**config.mk**
```make
export PLATFORM = sky130hd
export DESIGN_NAME = sbio_tx_scheduler
export DESIGN_NICKNAME = d
export VERILOG_FILES = /design/src/rtl/sbio_pkg.sv /design/src/rtl/sbio_rr_arbiter.sv /design/src/rtl/sbio_tx_scheduler.sv
export SDC_FILE = /design/constraint.sdc
export NUM_CORES = 1
export LEC_CHECK = 0
export BUFFER_PORTS_ARGS = -buffer_cell sky130_fd_sc_hd__buf_2
export CAP_MARGIN = 30
export CORE_UTILIZATION = 28
export DETAILED_ROUTE_END_ITERATION = 8
export PLACE_DENSITY = 0.48
export REMOVE_ABC_BUFFERS = 1
export SLEW_MARGIN = 20
export SYNTH_ARGS = -nofsm -noshare
export SYNTH_HDL_FRONTEND = slang
export SYNTH_HIERARCHICAL = 1
export SYNTH_SLANG_ARGS = --single-unit
```
**constraint.sdc**
```tcl
create_clock -name clk -period 3.6 [get_ports clk]
set_clock_uncertainty 0.2 [all_clocks]
set_input_delay 0.54 -clock clk [delete_from_list [all_inputs] [get_ports clk]]
set_output_delay 0.54 -clock clk [all_outputs]
set_load 0.01 [all_outputs]
```
**src/rtl/sbio_pkg.sv**
```systemverilog
// Shared definitions for the sbio serial link: framing codes, TX state encoding and sizing helpers.
package sbio_pkg;

    localparam int unsigned SBIO_START_CODE = 1;

    // Header codes identifying the producer of a TX frame.
    localparam logic [1:0] TX_SOURCE_SCAN  = 2'd0;
    localparam logic [1:0] TX_SOURCE_READ  = 2'd1;
    localparam logic [1:0] TX_SOURCE_OUT   = 2'd2;
    localparam logic [1:0] TX_SOURCE_WRITE = 2'd3;

    // Start-bit codes found at the head of an RX frame.
    localparam logic [1:0] RX_START_IDLE  = 2'd0;
    localparam logic [1:0] RX_START_REPLY = 2'd1;
    localparam logic [1:0] RX_START_EVENT = 2'd2;

    localparam logic [1:0] ST_IDLE    = 2'd0;
    localparam logic [1:0] ST_HEADER  = 2'd1;
    localparam logic [1:0] ST_PAYLOAD = 2'd2;

    function automatic int unsigned word_size(input int unsigned io_bits,
                                              input int unsigned payload_cycles);
        return io_bits * payload_cycles;
    endfunction

endpackage

```
**src/rtl/sbio_rr_arbiter.sv**
```systemverilog
// One-hot arbiter over a request vector; round-robin from a rotating pointer or fixed
// lowest-index priority. The pointer advances past the winner only when the grant is accepted.
module sbio_rr_arbiter #(
    parameter int unsigned NUM_SOURCES = 3,
    parameter int unsigned ROUND_ROBIN = 1,
    localparam int unsigned PTR_W = (NUM_SOURCES > 1) ? $clog2(NUM_SOURCES) : 1
) (
    input  logic                   clk,
    input  logic                   reset,
    input  logic [NUM_SOURCES-1:0] req,
    input  logic                   accept,
    output logic [NUM_SOURCES-1:0] grant
);

    logic [PTR_W-1:0] ptr;
    logic [PTR_W-1:0] grant_idx;
    logic             found;

    function automatic logic [PTR_W-1:0] slot(input logic [PTR_W-1:0] base,
                                              input int unsigned k);
        int unsigned pos;
        pos = (ROUND_ROBIN != 0) ? (32'(base) + k) % NUM_SOURCES : k;
        return PTR_W'(pos);
    endfunction

    // NOTE: every variable written in always_comb gets a default first, so no path leaves it latched.
    always_comb begin
        grant     = '0;
        grant_idx = '0;
        found     = 1'b0;
        for (int unsigned k = 0; k < NUM_SOURCES; k++) begin
            if (!found && req[slot(ptr, k)]) begin
                grant[slot(ptr, k)] = 1'b1;
                grant_idx           = slot(ptr, k);
                found               = 1'b1;
            end
        end
    end

    // NOTE: state registers use non-blocking assignments so every flop samples pre-edge values.
    always_ff @(posedge clk or negedge reset) begin
        if (!reset) begin
            ptr <= '0;
        end else if (accept && found) begin
            ptr <= (grant_idx == PTR_W'(NUM_SOURCES - 1)) ? '0 : grant_idx + PTR_W'(1);
        end
    end

endmodule

```
**src/rtl/sbio_tx_scheduler.sv**
```systemverilog
// Multi-source sbio transmitter: arbitrates pending producers, limits outstanding reply-expecting
// frames with a credit counter, and serialises start code, header and LSB-first payload onto tx_pins.
module sbio_tx_scheduler
    import sbio_pkg::*;
#(
    parameter int unsigned             IO_BITS         = 2,
    parameter int unsigned             PAYLOAD_CYCLES  = 8,
    parameter int unsigned             NUM_SOURCES     = 3,
    parameter logic [NUM_SOURCES-1:0]  REPLY_MASK      = 3'b010,
    parameter int unsigned             MAX_OUTSTANDING = 2,
    parameter int unsigned             ROUND_ROBIN     = 1,
    parameter int unsigned             START_CODE      = SBIO_START_CODE,
    localparam int unsigned            WORD_SIZE       = word_size(IO_BITS, PAYLOAD_CYCLES),
    localparam int unsigned            OUT_W           = $clog2(MAX_OUTSTANDING + 1)
) (
    input  logic                             clk,
    input  logic                             reset,
    input  logic [NUM_SOURCES-1:0]           src_valid,
    input  logic [NUM_SOURCES*IO_BITS-1:0]   src_header,
    input  logic [NUM_SOURCES*WORD_SIZE-1:0] src_data,
    output logic [NUM_SOURCES-1:0]           src_ready,
    input  logic                             reply_done,
    output logic [IO_BITS-1:0]               tx_pins,
    output logic                             busy,
    output logic                             frame_done,
    output logic [OUT_W-1:0]                 outstanding,
    output logic                             credit_err
);

    localparam int unsigned CNT_W = (PAYLOAD_CYCLES > 1) ? $clog2(PAYLOAD_CYCLES) : 1;

    logic [1:0]               state;
    logic [CNT_W-1:0]         cnt;
    logic [IO_BITS-1:0]       header_q;
    logic [WORD_SIZE-1:0]     shift_q;

    logic                     at_limit;
    logic [NUM_SOURCES-1:0]   eligible;
    logic [NUM_SOURCES-1:0]   grant;
    logic                     start;
    logic                     last_cycle;
    logic                     credit_take;
    logic                     credit_return;
    logic [IO_BITS-1:0]       sel_header;
    logic [WORD_SIZE-1:0]     sel_data;

    // Reply sources sit out while every credit is in use; a returned credit counts from the next cycle.
    assign at_limit   = (outstanding == OUT_W'(MAX_OUTSTANDING));
    assign eligible   = src_valid & ~(REPLY_MASK & {NUM_SOURCES{at_limit}});
    // Gating with reset keeps src_ready and the start code quiet while reset is held.
    assign start      = (state == ST_IDLE) && reset && (|eligible);
    assign last_cycle = (cnt == CNT_W'(PAYLOAD_CYCLES - 1));
    assign src_ready  = start ? grant : '0;

    sbio_rr_arbiter #(
        .NUM_SOURCES (NUM_SOURCES),
        .ROUND_ROBIN (ROUND_ROBIN)
    ) u_arbiter (
        .clk    (clk),
        .reset  (reset),
        .req    (eligible),
        .accept (start),
        .grant  (grant)
    );

    always_comb begin
        sel_header = '0;
        sel_data   = '0;
        for (int i = 0; i < NUM_SOURCES; i++) begin
            if (grant[i]) begin
                sel_header = src_header[i*IO_BITS +: IO_BITS];
                sel_data   = src_data[i*WORD_SIZE +: WORD_SIZE];
            end
        end
    end

    always_ff @(posedge clk or negedge reset) begin
        if (!reset) begin
            state    <= ST_IDLE;
            cnt      <= '0;
            header_q <= '0;
            shift_q  <= '0;
        end else begin
            case (state)
                ST_IDLE: begin
                    if (start) begin
                        header_q <= sel_header;
                        shift_q  <= sel_data;
                        state    <= ST_HEADER;
                    end
                end
                ST_HEADER: begin
                    cnt   <= '0;
                    state <= ST_PAYLOAD;
                end
                ST_PAYLOAD: begin
                    shift_q <= shift_q >> IO_BITS;
                    if (last_cycle) begin
                        state <= ST_IDLE;
                    end else begin
                        cnt <= cnt + CNT_W'(1);
                    end
                end
                default: state <= ST_IDLE;
            endcase
        end
    end

    always_comb begin
        tx_pins    = '0;
        busy       = 1'b0;
        frame_done = 1'b0;
        case (state)
            ST_IDLE: begin
                if (start) tx_pins = IO_BITS'(START_CODE);
            end
            ST_HEADER: begin
                tx_pins = header_q;
                busy    = 1'b1;
            end
            ST_PAYLOAD: begin
                tx_pins    = shift_q[IO_BITS-1:0];
                busy       = 1'b1;
                frame_done = last_cycle;
            end
            default: ;
        endcase
    end

    // A reply at zero cannot answer a grant issued in the same cycle, so that grant still takes a credit.
    assign credit_take   = start && (|(grant & REPLY_MASK));
    assign credit_return = reply_done && (outstanding != '0);

    always_ff @(posedge clk or negedge reset) begin
        if (!reset) begin
            outstanding <= '0;
            credit_err  <= 1'b0;
        end else begin
            if (credit_take && !credit_return) begin
                outstanding <= outstanding + OUT_W'(1);
            end else if (!credit_take && credit_return) begin
                outstanding <= outstanding - OUT_W'(1);
            end
            if (reply_done && (outstanding == '0)) begin
                credit_err <= 1'b1;
            end
        end
    end

endmodule
```
# Word level (Yosys, flattened, before mapping)
# Cells that the tools add are included.
[totals]
reg_bits = 28
in_bits = 60
elab_cells = 105
[op_classes]
add_sub_neg = 6
div_mod_pow = 3
order_cmp = 6
eq_ne = 8
mux = 42
bitwise_logic = 4
n_reduce_logical = 29
[ops]
columns = ["operator", "n"]
rows = [
  ["32-bit by 2-bit remainder unit with 32-bit output, second input constant", 2],
  ["16-bit 2-to-1 mux", 4],
  ["2-bit by 2-bit remainder unit with 32-bit output, second input constant", 1],
  ["16-bit one-hot mux with 2 select lines", 1],
  ["2-bit 2-to-1 mux", 11],
  ["3-bit 2-to-1 mux", 5],
  ["1-bit logical AND", 13],
  ["1-bit 2-to-1 mux", 12],
  ["2-bit one-hot mux with 3 select lines", 2],
  ["2-bit by 3-bit less-than comparator with 1-bit output, second input constant", 3],
  ["2-bit AND reduction", 4],
  ["2-bit nonzero test", 4],
  ["1-bit binary-select mux with 2-bit select", 3],
  ["1-bit demux with 2-bit select", 3],
  ["2-bit equality test, second input constant", 3],
  ["2-bit by 1-bit greater-or-equal comparator with 1-bit output, second input constant", 3],
  ["2-bit != test, second input constant", 3],
  ["3-bit bitwise OR", 2],
  ["3-bit one-hot mux with 2 select lines", 1],
  ["2-bit by 1-bit adder with 2-bit output, second input constant", 2],
  ["1-bit logical NOT", 4],
  ["2-bit logical NOT", 2],
  ["2-bit by 1-bit adder with 3-bit output, second input constant", 1],
  ["2-bit by 2-bit adder with 3-bit output, second input constant", 1],
  ["other kinds (8)", 8],
]

# Longest topological paths before layout
# Gate-level depths: netlist of the first run.
[logic_depth]
ltp_word = 17
depth_mapped = 14
mapped_depth_nobuf = 13

# Hierarchy
# The synthesis of the first run kept the hierarchy.
[by_module_without_submodules]
columns = ["module", "n_inst", "cells_per_inst", "area_each_um2", "seq_area_each_um2"]
rows = [
  ["sbio_tx_scheduler", 1, 170, 1739.2, 650.6],
  ["sbio_rr_arbiter", 1, 54, 425.4, 50.0],
]

# Worst setup path after synthesis of the first run
# No wires, ideal clock.
[synth_timing]
path_type = "reg-to-reg"
startpoint = "register outstanding[0]"
endpoint = "register outstanding[1]"
setup_time_ns = 0.132
t_arrival_ns = 2.571
required_ns = 3.268
path_slack_ns = 0.697
path_stages_with_launch = 15
path_buffers = 1
synth_period_minus_slack_ns = 2.903
cell_sequence = "dfrtp_1 nand2b_4 nand2_2 inv_1 mux2i_1 o22ai_1 nor2b_1 a21boi_0 o32ai_1 clkbuf_1 and3_1 ha_1 xor2_1 nor2_1 xor2_1"
[synth_between]
elab_chain_cells = 16
word_cells_on_any_way = 34
[synth_lines]
columns = ["element", "line_no", "source"]
rows = [
  ["start: declaration", "sbio_tx_scheduler.sv:26", "output logic [OUT_W-1:0] outstanding,"],
  ["start signal: assignment", "sbio_tx_scheduler.sv:140", "outstanding <= outstanding + OUT_W'(1);"],
  ["start signal: assignment", "sbio_tx_scheduler.sv:142", "outstanding <= outstanding - OUT_W'(1);"],
  ["2-bit equality test (*)", "sbio_tx_scheduler.sv:48", "assign at_limit = (outstanding == OUT_W'(MAX_OUTSTANDING));"],
  ["2-bit NOT with 3-bit output (*)", "sbio_tx_scheduler.sv:49", "assign eligible = src_valid & ~(REPLY_MASK & {NUM_SOURCES{at_limit}});"],
  ["3-bit bitwise AND (*)", "sbio_tx_scheduler.sv:49", ""],
  ["named net eligible[1]", "sbio_tx_scheduler.sv:38", "logic [NUM_SOURCES-1:0] eligible;"],
  ["1-bit binary-select mux with 2-bit select", "sbio_rr_arbiter.sv:32", "if (!found && req[slot(ptr, k)]) begin"],
  ["1-bit 2-to-1 mux (implied by the code)", "sbio_rr_arbiter.sv:32", ""],
  ["1-bit 2-to-1 mux", "sbio_rr_arbiter.sv:32", ""],
  ["1-bit logical NOT", "sbio_rr_arbiter.sv:32", ""],
  ["(+2 left out)", "-", ""],
  ["1-bit logical NOT", "sbio_rr_arbiter.sv:32", ""],
  ["1-bit logical AND", "sbio_rr_arbiter.sv:32", ""],
  ["3-bit 2-to-1 mux (*)", "sbio_rr_arbiter.sv:32", ""],
  ["named net grant[1]", "sbio_tx_scheduler.sv:39", "logic [NUM_SOURCES-1:0] grant;"],
  ["1-bit logical AND (*)", "sbio_tx_scheduler.sv:131", "assign credit_take = start && (|(grant & REPLY_MASK));"],
  ["1-bit logical NOT", "sbio_tx_scheduler.sv:141", "end else if (!credit_take && credit_return) begin"],
  ["1-bit logical AND", "sbio_tx_scheduler.sv:141", ""],
  ["2-bit nonzero test (no source line)", "-", ""],
]
# The timed path passes the listed nets; every way through them passes the cells marked *. The select of a mux whose other input is x is not followed.
# A chain may end at the register's enable or synchronous reset.

# Final worst setup path of the first run
[layout_timing]
startpoint = "register u_arbiter.ptr[1]"
endpoint = "output port src_ready[2]"
[layout_between]
elab_chain_cells = 11
word_cells_on_any_way = 38
[layout_lines]
columns = ["element", "line_no", "source"]
rows = [
  ["start: declaration", "sbio_rr_arbiter.sv:15", "logic [PTR_W-1:0] ptr;"],
  ["start signal: assignment", "sbio_rr_arbiter.sv:45", "ptr <= (grant_idx == PTR_W'(NUM_SOURCES - 1)) ? '0 : grant_idx + PTR_W'(1);"],
  ["2-bit by 1-bit adder with 3-bit output or 2-bit by 2-bit remainder unit with 32-bit output (tied branches)", "sbio_rr_arbiter.sv:22", "pos = (ROUND_ROBIN != 0) ? (32'(base) + k) % NUM_SOURCES : k;"],
  ["32-bit by 2-bit remainder unit with 32-bit output, or another cell as far along", "sbio_rr_arbiter.sv:22", ""],
  ["2-bit by 3-bit less-than comparator with 1-bit output (implied by the code), or another cell as far along", "sbio_rr_arbiter.sv:33", "grant[slot(ptr, k)] = 1'b1;"],
  ["1-bit logical AND (implied by the code), or another cell as far along", "sbio_rr_arbiter.sv:33", ""],
  ["1-bit 2-to-1 mux (implied by the code), or another cell as far along", "sbio_rr_arbiter.sv:33", ""],
  ["1-bit demux with 2-bit select, or another cell as far along", "-", ""],
  ["3-bit bitwise OR (no source line) or 1-bit 2-to-1 mux (tied branches)", "-", ""],
  ["3-bit 2-to-1 mux or 1-bit logical NOT (tied branches)", "sbio_rr_arbiter.sv:32", ""],
  ["3-bit bitwise OR (no source line) or 1-bit logical AND (tied branches)", "-", ""],
  ["3-bit 2-to-1 mux (*)", "sbio_rr_arbiter.sv:32", ""],
  ["named net grant[2]", "sbio_tx_scheduler.sv:39", ""],
  ["3-bit 2-to-1 mux (*)", "sbio_tx_scheduler.sv:53", "assign src_ready = start ? grant : '0;"],
  ["end: declaration", "sbio_tx_scheduler.sv:21", "output logic [NUM_SOURCES-1:0] src_ready,"],
]
# Marked as above.

==> impl_metrics.yaml, run 1 <==
status:
  status: "finished clean"
sta:
  slew_headroom: 0.532
  timing.final.crit_share: 0.927
  max_freq_mhz: 300
  setup_viol: 0
  hold_slack_ps: 160
  worstMarginPinSlew_ps: 703
  fin_crit_ps: 3340
  rsz0062_at_grt: "no"
  hold_viol: 0
  slew_violations: 0
  final.setup.worst_slack_ps: 261
yosys:
  ys_warn_count: 6
  synth_seq_area_share: 0.324
  syn_area_per_cell_um2: 9.66
  synth.distinct_cells: 44
  ys_ff_latch: 28
  syn-cell-area_um2: 2160
  synthCells: 224
routing:
  drt_iter0_drc: 135
  dr_total_vias: 1981
  drt-pass1-iter-count: 4
  post-route-drc-count: 0
  drt-total-wl_um: 6060
  detail_route.wl_per_cell_um: 15.6
  ant_nets: 0
  vias_per_cell: 5.09
clock_tree:
  clk_latency_ps: 270
  cts.sinks: 28
  cts_inserted_buffers: 3
  clock_path_buffers: 2
  cts_tree: "yes"
  path_clk_slew_ps: 100
  cts_setup_buffers: 0
  ctsHoldBuffers: 0
  cts_resized: 0
  cts-root-buf: "clkbuf_8"
  cts.htree.levels: 1
worst_setup_path:
  cp.required_ps: 2860
  crit_buf_inv: 3
  crit_path_max_fanout: 10
  crit_slowest_cell: "dfrtp_1"
  path_delay_family: "multiplexers"
  worstSetupPathType: "flop to output port"
  max_stage_delay_ps: 430
  worstSetupEndpointType: "output port"
  reg2reg_from: "u_arbiter/ptr[1]"
  critPathArrivalTime_ps: 2600
  cp-start-kind: "flop"
  crit_start: "u_arbiter/ptr[1]"
  crit_path_cell_trace: "inv_1, ha_1, mux2i_1, mux2_2, nand2b_2, o22ai_1, a32o_1, buf_4, and3_1, buf_2"
pwr:
  irDropWorstVdd_v: 0.000318
  power_mw: 2.64
  sw_frac_of_total: 0.453
  internal-power_mw: 1.45
  powerDensity_nw_per_um2: 998
  p_seq_frac: 0.213
  power.leakage_nw: 1.26
  p_clk_frac: 0.065
  switching_power_mw: 1.20
  comb_power_share: 0.721
global_routing:
  grt_pass1_wl_um: 9960
  antenna_found_initial: 0
  track_usage: 0.153
  grt.overflow.total: 0
  grt_pass1_vias: 1942
  grt_max_degree: 30
die:
  io_pins: 70
  die_h_um: 89.9
  die_w_um: 89.9
  core_area_um2: 7370
  num_rows: 31
  die_area_um2: 8090
  start_util: 0.294
layout:
  num-nets-final: 365
  diodes: 0
  area_growth_syn_to_layout_pct: 22.4
  drive_gt1_frac: 0.372
  layout_commonest_cell: "buf_2"
  layout_common_cells: "buf_2 (69), dfrtp_1 (28), o22ai_1 (22)"
  finalNonFillerCells: 389
placement:
  gp_congestion: 0.780
  portBuffers: 69
  dp.cells: 386
  hpwl_um: 4590
  place_ws_ps: 522
worst_hold_path:
  hold_class: "primary input to asynchronous set/reset pin"
job:
  maxCapViolCount: 0
## power by group through the flow
stage	sequential [mW]	combinational, mW	clock [mW]
3_5_place_dp	0.571	1.90	0
3_3_place_gp	0.568	1.89	0
6_report	0.564	1.91	0.173
4_1_cts	0.566	1.91	0.182
2_1_floorplan	0.547	1.38	0
5_1_grt	0.586	2.11	0.191
## cell usage after synthesis (all sizes together)
master | count | share of area
a21boi | 1 | 0.0035
a21o | 1 | 0.0035
a21oi | 16 | 0.037
a221o | 2 | 0.0092
a221oi | 1 | 0.0040
a22oi | 19 | 0.066
a311o | 1 | 0.0046
a31o | 1 | 0.0040
a31oi | 3 | 0.016
a32o | 3 | 0.014
a41oi | 2 | 0.0081
and2 | 1 | 0.0029
and3 | 4 | 0.012
and4bb | 1 | 0.0058
buf | 11 | 0.036
clkbuf | 2 | 0.0035
dfrtp | 28 | 0.32
ha | 13 | 0.075
inv | 15 | 0.026
mux2 | 19 | 0.12
mux2i | 5 | 0.023
nand2 | 11 | 0.020
nand2b | 8 | 0.031
nand3 | 1 | 0.0023
nand3b | 3 | 0.010
nor2 | 8 | 0.014
nor2b | 6 | 0.017
o21a | 1 | 0.0035
o21ai | 9 | 0.021
o22ai | 22 | 0.064
o31ai | 1 | 0.0035
o32ai | 1 | 0.0040
or3b | 1 | 0.0040
xnor2 | 1 | 0.0040
xor2 | 2 | 0.0081
## flip-flops by register name, indices dropped and copies added (netlist names)
| register | cells |
|---|---|
| outstanding | 2 |
| header_q | 2 |
| cnt | 3 |
| shift_q | 16 |
| u_arbiter/ptr | 2 |
| credit_err | 1 |
| state | 2 |
## metal layers
| metal | track usage | part of all wire |
|---|---|---|
| met1 | 0.207 | 0.46 |
| met2 | 0.265 | 0.49 |
| met3 | 0.0245 | 0.040 |
| met4 | 0.0202 | 0.0043 |
| met5 | 0 | 0 |
## area by class of cell
type	instances	area [um2]
well taps	99	124
multi-input cells	168	1330
fillers	785	4720
flip-flops and latches	28	701
repair buffers	76	398
clock buffers	3	41.3
inverters	15	56.3
## cell families (layout without fill, tap and decap cells)
kind of cell,count (synthesis),in the layout,synth area share
and+or+nand+nor,44,44,0.120
DFF,28,28,0.324
muxes,24,24,0.139
xor gates and xnor gates,3,3,0.0121
buffers and inverters,28,94,0.0653
adders and majority gates,13,13,0.0751
AOI/OAI and AO/OA,84,84,0.265
## path summary, 6_finish.rpt
path	to	slack (ps)	cells past startpoint
min in group clk	credit_err	260	1
max in group asynchronous	u_arbiter/ptr[0]	2750	2
max	src_ready[2]	260	10
max reg2reg	shift_q[14]	490	12
min reg2reg	credit_err	260	1
min	shift_q[8]	160	2
## through the flow
stage               area (um2)  setup TNS [ps]   util
global placement          2610               0  0.354
detailed placement        2610               0  0.354
floorplan                 2080            -150      -
CTS                       2650               0  0.360
finish                    2650               0  0.360
global route              2650               0  0.360
No activity file was read; power rests on OpenSTA's default activity.
==> run 2: changes to the inputs <==
--- a/config.mk
+++ b/config.mk
@@ -6,10 +6,9 @@
 export NUM_CORES = 1
 export LEC_CHECK = 0
 export BUFFER_PORTS_ARGS = -buffer_cell sky130_fd_sc_hd__buf_2
-export CAP_MARGIN = 30
-export CORE_UTILIZATION = 28
+export CORE_UTILIZATION = 51
 export DETAILED_ROUTE_END_ITERATION = 8
-export PLACE_DENSITY = 0.48
+export PLACE_DENSITY = 0.79
 export REMOVE_ABC_BUFFERS = 1
 export SLEW_MARGIN = 20
 export SYNTH_ARGS = -nofsm -noshare
==> constraint.sdc (replaced) <==
create_clock -name clk -period 3.1 [get_ports clk]
set_clock_uncertainty 0.2 [all_clocks]
set_input_delay 0.465 -clock clk [delete_from_list [all_inputs] [get_ports clk]]
set_output_delay 0.465 -clock clk [all_outputs]
set_load 0.01 [all_outputs]
==> run 2 against run 1 <==
Against the previous run:
- routed wire length decreased by 0.61%
- clock-buffer cell count did not move
- critical endpoint is now src_ready[0]
- register-to-register slack worse by 460 ps
==> impl_metrics.yaml, run 2 (synthesis results as in run 1) <==
status:
  status: "finished clean"
layout:
  design_area_um2: 2920
  seq_area_um2: 702
  diodes: 0
  num-nets-final: 394
  fillers: 297
  finalNonFillerCells: 370
  multi_input_area_um2: 1400
  layout_common_cells: "buf_2 (70), buf_4 (31), dfrtp_1 (27)"
  post-route-util: 0.724
  largest_reg_flops: 16
  drive_gt1_frac: 0.475
  top_regs: "shift_q x16, cnt x3"
  layout_commonest_cell: "buf_2"
  area_growth_syn_to_layout_pct: 34.7
  regMostFlops: "shift_q"
die:
  core_area_um2: 4030
  die_w_um: 67.2
  die_h_um: 67.2
  io_pins: 70
  die_area_um2: 4510
  num_rows: 23
  start_util: 0.537
worst_setup_path:
  crit_start: "u_arbiter/ptr[1]"
  cpMostUsedCell: "buf_4"
  max_stage_delay_ps: 450
  worstSetupPathType: "flop to output port"
  rrSetupSlack_ps: 30
  crit_slowest_cell: "dfrtp_2"
  cp-start-kind: "flop"
  crit_path_max_fanout: 6
  crit_path_cell_trace: "inv_2, ha_4, mux2i_2, mux2_4, buf_4, inv_1, a221oi_1, nor2_1, buf_4, and3_1, buf_2"
  worstSetupEndpointType: "output port"
  cp.required_ps: 2430
  endpoint: "src_ready[0]"
  ff2ff_path_depth: 13
  critPathArrivalTime_ps: 2430
  r2r_end: "shift_q[2]"
  reg2reg_from: "u_arbiter/ptr[1]"
clock_tree:
  cts-root-buf: "clkbuf_8"
  clock_path_buffers: 2
  cts.htree.levels: 1
  cts_tree: "yes"
  path_clk_slew_ps: 100
  clk_latency_ps: 280
  cts_inserted_buffers: 3
  ctsHoldBuffers: 0
  cts.sinks: 28
placement:
  dp.cells: 355
  hpwl_um: 4200
  portBuffers: 69
  gp_congestion: 0.883
  post_dp_cell_area_um2: 2690
pwr:
  power.leakage_nw: 1.44
  powerDensity_nw_per_um2: 1240
  irDropWorstVdd_v: 0.000556
routing:
  drt_iter0_drc: 171
  drt-pass1-iter-count: 4
  post-route-drc-count: 0
  drt-total-wl_um: 6030
  dr_total_vias: 2168
  vias_per_cell: 5.86
  ant_nets: 0
  detail_route.wl_per_cell_um: 16.3
global_routing:
  grt_pass1_wl_um: 8940
  track_usage: 0.266
  grt_max_degree: 30
  grt_pass1_vias: 1911
  antenna_found_initial: 0
  grt.overflow.total: 0
sta:
  timing.final.crit_share: 0.999
  max_freq_mhz: 323
  fin_crit_ps: 3100
  slew_violations: 0
  setup_viol: 0
  worstMarginPinSlew_ps: 548
  hold_viol: 0
  slew_headroom: 0.634
  hold_slack_ps: 80.9
worst_hold_path:
  hold_class: "primary input to asynchronous set/reset pin"
job:
  maxCapViolCount: 0
[run 2: repair_timing]
item	in CTS	in global routing
endpoints found under the setup margin	14	21
buffers inserted	5	5
gates cloned	1	0
hold endpoints to repair	0	0
resized for setup	10	12
pin swaps	2	3
[run 2: worst min path at each step]
| stage | start | endpoint | slack (ps) |
|---|---|---|---|
| 2_1_floorplan | reset | cnt[0] | -30 |
| 3_3_place_gp | credit_err | credit_err | 240 |
| 3_5_place_dp | credit_err | credit_err | 240 |
| 4_1_cts | reset | cnt[2] | 90 |
| 5_1_grt | reset | shift_q[3] | 110 |
| 6_report | reset | cnt[2] | 80 |
[run 2: cell type report]
class,count,share of cell area
inverters,15,0.0193
well taps,50,0.0215
clock inverters,1,0.0103
repair buffers,105,0.215
multi-input cells,168,0.479
clock buffers,3,0.0142
flip-flops and latches,28,0.241
[run 2: layer usage]
metal / part of all wire / routed length, um / vias to the layer above / track usage
met5: 0 / 0 / - / 0
met4: 0.016 / 99 / 0 / 0.0745
met3: 0.057 / 342 / 12 / 0.0304
met2: 0.50 / 3040 / 77 / 0.454
met1: 0.42 / 2540 / 1049 / 0.353
li1: - / - / 1030 / -
[run 2: worst max-delay path: cells and delay by family, from the launching register on]
| kind | cells | cell delay (ps) |
|---|---|---|
| and+or+nand+nor | 2 | 260 |
| muxes | 2 | 480 |
| adders and majority gates | 1 | 190 |
| AOI/OAI and AO/OA | 1 | 230 |
| DFF | 1 | 450 |
| buffers and inverters | 5 | 550 |
[run 2: through the flow]
step                      power [mW]  setup WS [ps]  TNS, ps
after floorplan                 2.24           -575    -9110
after global placement          2.93           -245    -3390
after detailed placement        3.00          -5.85    -5.85
after CTS                       3.45           9.79        0
after global routing            3.88          -92.9     -151
final                           3.62           2.24        0
[run 2: report_power, final]
part           switching [mW]  leakage [nW]  internal (mW)
logic                    1.29          1.06           1.39
registers               0.110         0.345          0.535
clock network           0.122        0.0357          0.173
total                    1.53          1.44           2.09
==> run 3: changes to the inputs <==
--- a/config.mk
+++ b/config.mk
@@ -6,12 +6,11 @@
 export NUM_CORES = 1
 export LEC_CHECK = 0
 export BUFFER_PORTS_ARGS = -buffer_cell sky130_fd_sc_hd__buf_2
-export CORE_UTILIZATION = 51
+export CORE_UTILIZATION = 52
 export DETAILED_ROUTE_END_ITERATION = 8
 export PLACE_DENSITY = 0.79
 export REMOVE_ABC_BUFFERS = 1
 export SLEW_MARGIN = 20
 export SYNTH_ARGS = -nofsm -noshare
 export SYNTH_HDL_FRONTEND = slang
-export SYNTH_HIERARCHICAL = 1
 export SYNTH_SLANG_ARGS = --single-unit
==> run 3 against run 2 <==
Against the previous run:
- register-to-register slack better by 310 ps
- utilization is 5.4 points lower
- critical endpoint is now src_ready[2]
- via count is 7.9% higher
- sequential power is 1% lower
- largest cell class unchanged
==> impl_metrics.yaml, run 3 <==
yosys:
  synth_top_cell_by_area: "dfrtp_1"
  synth_seq_area_share: 0.299
  synthFlopType: "dfrtp_1"
  ys_ff_latch: 28
  synthCells: 244
  ys_warn_count: 0
  synth-edff-count: 0
  syn_area_per_cell_um2: 9.62
  yosys-top-cells-area: "dfrtp_1 (30%), ha_1 (5.9%), a32oi_1 (4.1%)"
  synth.distinct_cells: 59
  yosysTopAreaCellShare: 0.299
  yosysMostFrequentCell: "dfrtp_1"
  syn-cell-area_um2: 2350
  async_flop_share: 1.00
  synth_common_cells: "dfrtp_1 (28), nand2_1 (18), inv_1 (16), nor2_1 (13), nand2b_1 (12)"
routing:
  ant_nets: 0
  drt-total-wl_um: 6190
  drt-pass1-iter-count: 5
  vias_per_cell: 6.30
  drt_iter0_drc: 198
  dr_total_vias: 2339
  detail_route.wl_per_cell_um: 16.7
  post-route-drc-count: 0
sta:
  slew_headroom: 0.590
  final.setup.worst_slack_ps: 73.2
  max_freq_mhz: 330
  hold_viol: 0
  hold_slack_ps: 2.70
  fin_crit_ps: 3030
  setup_viol: 0
  slew_violations: 0
  worstMarginPinSlew_ps: 616
  timing.final.crit_share: 0.976
global_routing:
  track_usage: 0.257
  grt_pass1_wl_um: 10100
  grt_pass1_vias: 2199
  grt_max_degree: 29
  grt.overflow.total: 0
  antenna_found_initial: 0
clock_tree:
  cts-root-buf: "clkbuf_8"
  clk_latency_ps: 280
  cts.sinks: 28
  path_clk_slew_ps: 100
  clock_path_buffers: 2
  cts_inserted_buffers: 3
  cts.htree.levels: 1
  cts_tree: "yes"
layout:
  layout_commonest_cell: "buf_2"
  top_regs: "shift_q x16, cnt x3"
  layout_common_cells: "buf_2 (69), dfrtp_1 (28), nand2_1 (18)"
  regMostFlops: "shift_q"
  area_growth_syn_to_layout_pct: 24.3
  largest_reg_flops: 16
  finalNonFillerCells: 371
  drive_gt1_frac: 0.357
  num-nets-final: 391
  post-route-util: 0.670
  fillers: 350
  diodes: 0
pwr:
  power_mw: 3.01
  power.leakage_nw: 1.31
  sw_frac_of_total: 0.479
  switching_power_mw: 1.44
  internal-power_mw: 1.57
  p_seq_frac: 0.212
  comb_power_share: 0.709
  powerDensity_nw_per_um2: 1030
  irDropWorstVdd_v: 0.000503
  p_clk_frac: 0.078
die:
  io_pins: 70
  die_h_um: 69.2
  die_area_um2: 4790
  core_area_um2: 4350
  num_rows: 24
  start_util: 0.539
  die_w_um: 69.2
worst_setup_path:
  cp-start-kind: "flop"
  worstSetupEndpointType: "output port"
  critPathArrivalTime_ps: 2360
  crit_path_max_fanout: 9
  cp.required_ps: 2430
  worstSetupPathType: "flop to output port"
worst_hold_path:
  hold_class: "primary input to asynchronous set/reset pin"
placement:
  dp.cells: 362
  gp_congestion: 0.866
  portBuffers: 69
  place_ws_ps: 186
  hpwl_um: 4320
status:
  status: "finished clean"
job:
  maxCapViolCount: 0
[run 3: changes by cell type after synthesis, moves of 6 or more]
cell	change
o22ai_1	-19
a22oi_1	-15
buf_2	-6
o2bb2ai_1	+9
o21a_1	+6
nand2_1	+8
mux2_2	-9
a311o_1	+8
nor4_1	+9
nand2b_1	+7
mux2_4	-10
a21oi_1	-9
a32oi_1	+11
[run 3: final timing paths]
| kind | startpoint | endpoint | slack [ps] | cells after the start |
|---|---|---|---|---|
| min | reset | shift_q[8] | 3 | 2 |
| min in group clk | reply_done | credit_err | 190 | 2 |
| max | u_arbiter.ptr[0] | src_ready[2] | 70 | 8 |
| max reg2reg | u_arbiter.ptr[0] | shift_q[13] | 340 | 10 |
| min reg2reg | credit_err | credit_err | 270 | 1 |
| max in group asynchronous | reset | shift_q[1] | 2410 | 2 |
[run 3: timing repair]
action / 4_1_cts / 5_1_grt
setup buffers: 1 / 4
endpoints found under the setup margin: 2 / 3
hold buffers: 0 / 0
resized for setup: 6 / 3
cloned: 0 / 0
pin swaps: 1 / 2
[run 3: layer usage]
metal  global-route usage  share of wire  up-vias
li1                     -              -     1115
met1                0.360           0.44     1096
met2                0.416           0.47      111
met3               0.0276          0.065       17
met4               0.0839          0.024        0
met5                    0              0        -
[run 3: cell type report]
type / count / area [um2] / share of cell area
Inverter: 16 / 60.1 / 0.0206
Tap cell: 52 / 65.1 / 0.0223
Clock buffer: 4 / 55.1 / 0.0189
Timing Repair Buffer: 84 / 458 / 0.157
Multi-Input combinational cell: 187 / 1580 / 0.541
Sequential cell: 28 / 701 / 0.240
[run 3: power groups by stage]
stage          Clock (mW)  Sequential (mW)  Combinational [mW]
6_report            0.235            0.639                2.13
5_1_grt             0.251            0.660                2.30
4_1_cts             0.236            0.634                2.02
3_5_place_dp            0            0.642                1.92
3_3_place_gp            0            0.629                1.89
2_1_floorplan           0            0.612                1.43
[run 3: worst max-delay path, cell delays in order, from the launching register on]
cell	delay [ps]
dfrtp_1	440
inv_1	150
ha_4	220
inv_1	90
and4_4	170
or4_4	540
and3_4	210
nor2_1	120
buf_2	150
[run 3: per-stage QoR]
| step | instance area (um2) | TNS (ps) |
|---|---|---|
| 3_5_place_dp | 2770 | 0 |
| 5_1_grt | 2920 | -2.80 |
| 4_1_cts | 2870 | 0 |
| 3_3_place_gp | 2770 | 0 |
| 6_report | 2920 | 0 |
| 2_1_floorplan | 2280 | 0 |
[run 3: logic make-up after synthesis]
logic type	share of synthesized area
xor gates and xnor gates	0.0112
muxes	0.0341
and+or+nand+nor	0.207
adders and majority gates	0.0586
buffers and inverters	0.0522
AOI/OAI and AO/OA	0.338
DFF	0.299
